===== config.mk =====
export PLATFORM = sky130hd
export DESIGN_NAME = branch_resolve_ctrl
export DESIGN_NICKNAME = d
export VERILOG_FILES = /design/src/rtl/branch_resolve_ctrl.sv
export SDC_FILE = /design/constraint.sdc
export NUM_CORES = 1
export LEC_CHECK = 0
export CAP_MARGIN = 20
export CELL_PAD_IN_SITES_DETAIL_PLACEMENT = 1
export CELL_PAD_IN_SITES_GLOBAL_PLACEMENT = 1
export CORE_ASPECT_RATIO = 1.25
export CORE_MARGIN = 5
export CORE_UTILIZATION = 32
export DETAILED_ROUTE_END_ITERATION = 8
export PLACE_DENSITY = 0.89
export SLEW_MARGIN = 20
export SYNTH_ARGS = -nofsm -noshare
export SYNTH_HDL_FRONTEND = slang
export SYNTH_SLANG_ARGS = --single-unit

===== constraint.sdc =====
create_clock -name clk -period 3.2 [get_ports clk]
set_clock_uncertainty 0.15 [all_clocks]
set_input_delay 0.32 -clock clk [delete_from_list [all_inputs] [get_ports clk]]
set_output_delay 0.32 -clock clk [all_outputs]
set_load 0.05 [all_outputs]

===== src/rtl/branch_resolve_ctrl.sv =====
// branch_resolve_ctrl: tracks predicted branches IF->ID->EX, drives rollback/flush/redirect and keeps stats.
module branch_resolve_ctrl #(
    parameter int JUMP_STATUS_COUNTER_WIDTH = 2,
    parameter int FLUSH_CYCLES              = 1,
    parameter int PERF_CNT_WIDTH            = 32
) (
    input  logic                                 clk,
    input  logic                                 rst_n,
    input  logic                                 PL_stall,
    input  logic                                 if_is_branch,
    input  logic [JUMP_STATUS_COUNTER_WIDTH-1:0] HP_count,
    input  logic                                 id_not_branch,
    input  logic                                 ex_resolve,
    input  logic                                 ex_branch_taken,
    input  logic [31:0]                          pc_ex,
    input  logic [31:0]                          ex_target,
    output logic                                 pred_taken_if,
    output logic                                 corrected_en,
    output logic                                 corrected_result,
    output logic                                 rollback_en_id,
    output logic                                 rollback_en_ex,
    output logic                                 flush_req,
    output logic [31:0]                          redirect_pc,
    output logic [PERF_CNT_WIDTH-1:0]            branch_cnt,
    output logic [PERF_CNT_WIDTH-1:0]            mispred_cnt
);
    typedef enum logic {RUN, FLUSH} state_t;
    state_t                    state_q, state_d;
    logic [2:0]                fcnt_q, fcnt_d;
    logic                      tid_v_q, tid_p_q, tex_v_q, tex_p_q;
    logic                      tid_v_d, tid_p_d, tex_v_d, tex_p_d;
    logic [PERF_CNT_WIDTH-1:0] branch_cnt_q, branch_cnt_d, mispred_cnt_q, mispred_cnt_d;
    logic                      mis, counted;
    logic                      unused_hp;

    assign unused_hp = ^HP_count[JUMP_STATUS_COUNTER_WIDTH-2:0];

    // Outputs are gated by rst_n so nothing strobes while reset is held.
    always_comb begin
        mis              = rst_n & tex_v_q & ex_resolve & ~PL_stall & (ex_branch_taken != tex_p_q);
        counted          = tex_v_q & ex_resolve & ~PL_stall;
        pred_taken_if    = rst_n & HP_count[JUMP_STATUS_COUNTER_WIDTH-1];
        corrected_en     = rst_n & if_is_branch & ~PL_stall & ~mis & (state_q == RUN);
        corrected_result = pred_taken_if;
        rollback_en_id   = rst_n & tid_v_q & ((id_not_branch & ~PL_stall) | mis);
        rollback_en_ex   = mis;
        flush_req        = mis;
        redirect_pc      = mis ? (ex_branch_taken ? ex_target : pc_ex + 32'd4) : 32'd0;
        branch_cnt       = branch_cnt_q;
        mispred_cnt      = mispred_cnt_q;
    end

    always_comb begin
        state_d       = state_q;
        fcnt_d        = fcnt_q;
        tid_v_d       = tid_v_q;
        tid_p_d       = tid_p_q;
        tex_v_d       = tex_v_q;
        tex_p_d       = tex_p_q;
        branch_cnt_d  = branch_cnt_q;
        mispred_cnt_d = mispred_cnt_q;
        if (state_q == FLUSH) begin
            fcnt_d = fcnt_q - 3'd1;
            if (fcnt_q == 3'd1) state_d = RUN;
        end else if (mis && FLUSH_CYCLES > 0) begin
            state_d = FLUSH;
            fcnt_d  = 3'(FLUSH_CYCLES);
        end
        if (mis) begin
            tid_v_d = 1'b0;
            tex_v_d = 1'b0;
        end else if (!PL_stall) begin
            tid_v_d = corrected_en;
            tid_p_d = pred_taken_if;
            tex_v_d = tid_v_q & ~id_not_branch;
            tex_p_d = tid_p_q;
        end
        if (counted && branch_cnt_q != '1) branch_cnt_d = branch_cnt_q + PERF_CNT_WIDTH'(1);
        if (mis && mispred_cnt_q != '1) mispred_cnt_d = mispred_cnt_q + PERF_CNT_WIDTH'(1);
    end

    always_ff @(posedge clk) begin
        if (!rst_n) begin
            state_q       <= RUN;
            fcnt_q        <= 3'd0;
            tid_v_q       <= 1'b0;
            tid_p_q       <= 1'b0;
            tex_v_q       <= 1'b0;
            tex_p_q       <= 1'b0;
            branch_cnt_q  <= '0;
            mispred_cnt_q <= '0;
        end else begin
            state_q       <= state_d;
            fcnt_q        <= fcnt_d;
            tid_v_q       <= tid_v_d;
            tid_p_q       <= tid_p_d;
            tex_v_q       <= tex_v_d;
            tex_p_q       <= tex_p_d;
            branch_cnt_q  <= branch_cnt_d;
            mispred_cnt_q <= mispred_cnt_d;
        end
    end
endmodule

==> reports/metrics.yaml <==
synth_edf_count: 0
path_class: "in2out"
cap_violations: 0
required_ns: 2.73
clk_latency_ns: 0.33
synth_area_per_cell_sq_um: 7.55
synth_ff_type: "dfxtp_1"
die_x_um: 118
finalHoldViolations: 0
synth_top_area_share: 0.308
final_antenna_net_count: 0
row_count: 49
startpoint: "pc_ex[2]"
worst_pin_slew_ns: 0.740
die_h_um: 145
min_period_ns: 2.95
drc: 0
yosysMostFrequentCell: "dfxtp_1"
synth_seq_cells: 72
rr_endpoint: "mispred_cnt[30]$_SDFFE_PN0P_"
fmax_ghz: 0.340
netlist_area_sq_um: 4690
slew_viol_final: 0
syn_nets: 699
port_buffers: 173
r2r_setup_slack_ns: 0.51
core_sq_um: 14400
syn2layout_area_growth_pct: 55.8
yosys-top-cells-area: "dfxtp_1 31%, a21oi_1 6.8%, nand4_1 5.2%"
crit_path_start_kind: "input pin"
worstHoldPathCells: 2
io_pins: 175
drt-vias-per-instance: 5.65
setup_viol: 0
overflow: 0
synth-async-reset-ratio: 0
antenna_found_initial: 0
path_common_cell: "nand3_1"
place.gp.congestion: 0.862
worstHoldPathType: "reg2reg"
nNetsFinal: 866
grtUsageTotal: 0.196
p_leak_uw: 0.00240
clockRootBuffer: "clkbuf_16"
dr.first_iter.drc_count: 270
fill_cells: 1668
dpl.hpwl_um: 13700
min_from: "tid_p_q$_SDFFE_PN0P_"
synth_warnings: 0
vias: 5487
path_cells: "clkdlybuf4s50_1, ha_1, nand3_1, nor4_1, buf_4, nand3_1, xor2_1, a211oi_2, buf_12"
cts_tree: "built"
vdd_drop_max_uv: 312
finalWirelength_um: 17500
min_to: "tex_p_q$_SDFFE_PN0P_"
diodes: 0
grt_max_degree: 34
crit_fanout: 4
ys_seq_area_frac: 0.308
clk_pin_slew_ns: 0.06
cp_slowest_cell: "clkdlybuf4s50_1"
synth.distinct_cells: 41
status: "completed"
cp-end-kind: "output port"
drive_gt1_frac: 0.112
fin_crit_sh: 0.920
clockBufferDepth: 2
rsz0062_at_grt: "false"
start_util: 0.325
postSynthCellCount: 621
p_total_uw: 2040
cts_setup_buffers: 0
crit_arrival_ns: 2.48
yosys.area.top_type: "dfxtp_1"
ff2ff_path_depth: 6
tns_ns: 0
grt_pass1_vias: 5649
wl_per_cell_um: 18.0
grt_pass1_wl_um: 28100
dieArea_sq_um: 17200
ctsHtreeMaxLevel: 3
max-slew-margin-rel: 0.503
power.density_nw_per_um2: 280
r2r-start: "mispred_cnt[1]$_SDFFE_PN0P_"
ys_top_cells_by_count: "72 x dfxtp_1, 64 x a21oi_1, 46 x nor2_1"
cts_sinks: 72
numCtsBuffers: 9
critical_path.max_stage_delay_ns: 0.54
dr.pass1.iters: 6
==> final cells by class <==
class                      count  area [sq um]  share of cell area
clock buffer                  12           246              0.0338
sequential                    72          1440               0.197
clock inverter                 4          20.0             0.00274
inverter                      15          56.3             0.00771
multi-input combinational    494          3050               0.418
timing repair buffer         196          2260               0.310
tap                          178           223              0.0305
==> worst max-delay path by stage <==
stage	endpoint	slack, ns	cells past startpoint
2_1_floorplan	redirect_pc[23]	0.04	8
3_3_place_gp	redirect_pc[20]	0.26	8
3_5_place_dp	redirect_pc[20]	0.18	9
4_1_cts	redirect_pc[20]	0.16	9
5_1_grt	redirect_pc[20]	0.12	9
6_report	redirect_pc[20]	0.25	9
==> critical path: cells and delay by family <==
| family | cells | cell delay [ns] |
|---|---|---|
| AOI/OAI and AO/OA | 1 | 0.29 |
| xor gates and xnor gates | 1 | 0.17 |
| adders and majority gates | 1 | 0.26 |
| buffers and inverters | 3 | 0.89 |
| and+or+nand+nor | 3 | 0.53 |
==> stage by stage <==
stage               setup slack, ns  cell area, sq um   util  cells  hold slack, ns
global placement              0.264              7030  0.488    955           0.289
global route                  0.115              7300  0.507    971           0.355
finish                        0.255              7300  0.507    971           0.315
floorplan                    0.0446              4710      -    621           0.278
detailed placement            0.180              7030  0.488    955           0.303
CTS                           0.158              7300  0.506    971           0.313
==> where the power goes <==
group	internal (uW)	switching [uW]	total [uW]
Sequential	899	1.56	900
Combinational	121	108	229
Clock	541	374	915
Total	1560	484	2040
==> sequential cells by signal, summed over array words and instances (netlist names) <==
name / cells
tid_p_q: 1
tex_p_q: 1
tex_v_q: 1
mispred_cnt: 32
state_q: 1
branch_cnt: 32
tid_v_q: 1
fcnt_q: 3
==> cell usage in the layout, fill, tap and decap left out, types with 20 or more instances in the layout <==
master / count
or3_1: 21
buf_4: 25
o31ai_1: 20
buf_12: 36
nor2_1: 44
nand3_1: 39
nand4_1: 39
clkdlybuf4s50_1: 135
a21oi_1: 58
o21ai_0: 43
or4_1: 22
dfxtp_1: 72
xor2_1: 21
nand2_1: 43
==> kinds of logic (layout without fill, tap and decap cells) <==
| group | count (synthesis) | after routing | synth area share |
|---|---|---|---|
| buf+inv | 55 | 227 | 0.0475 |
| simple gates | 286 | 286 | 0.342 |
| compound gates | 150 | 150 | 0.185 |
| mux | 20 | 20 | 0.0435 |
| fa+ha+maj | 5 | 5 | 0.0134 |
| flops | 72 | 72 | 0.308 |
| xor+xnor | 33 | 33 | 0.0617 |
==> metal layers <==
| metal | global-route usage | up-vias | part of all wire |
|---|---|---|---|
| met5 | 0 | - | 0 |
| met4 | 0.0643 | 0 | 0.023 |
| met3 | 0.0798 | 23 | 0.094 |
| met2 | 0.360 | 164 | 0.51 |
| met1 | 0.199 | 2630 | 0.37 |
| li1 | - | 2670 | - |
==> what timing repair did <==
action | 4_1_cts | 5_1_grt
endpoints found under the setup margin | 0 | 1
hold buffers | 0 | 0
gates resized for setup | 0 | 1
Note: power is estimated with default switching activity, not from simulation.
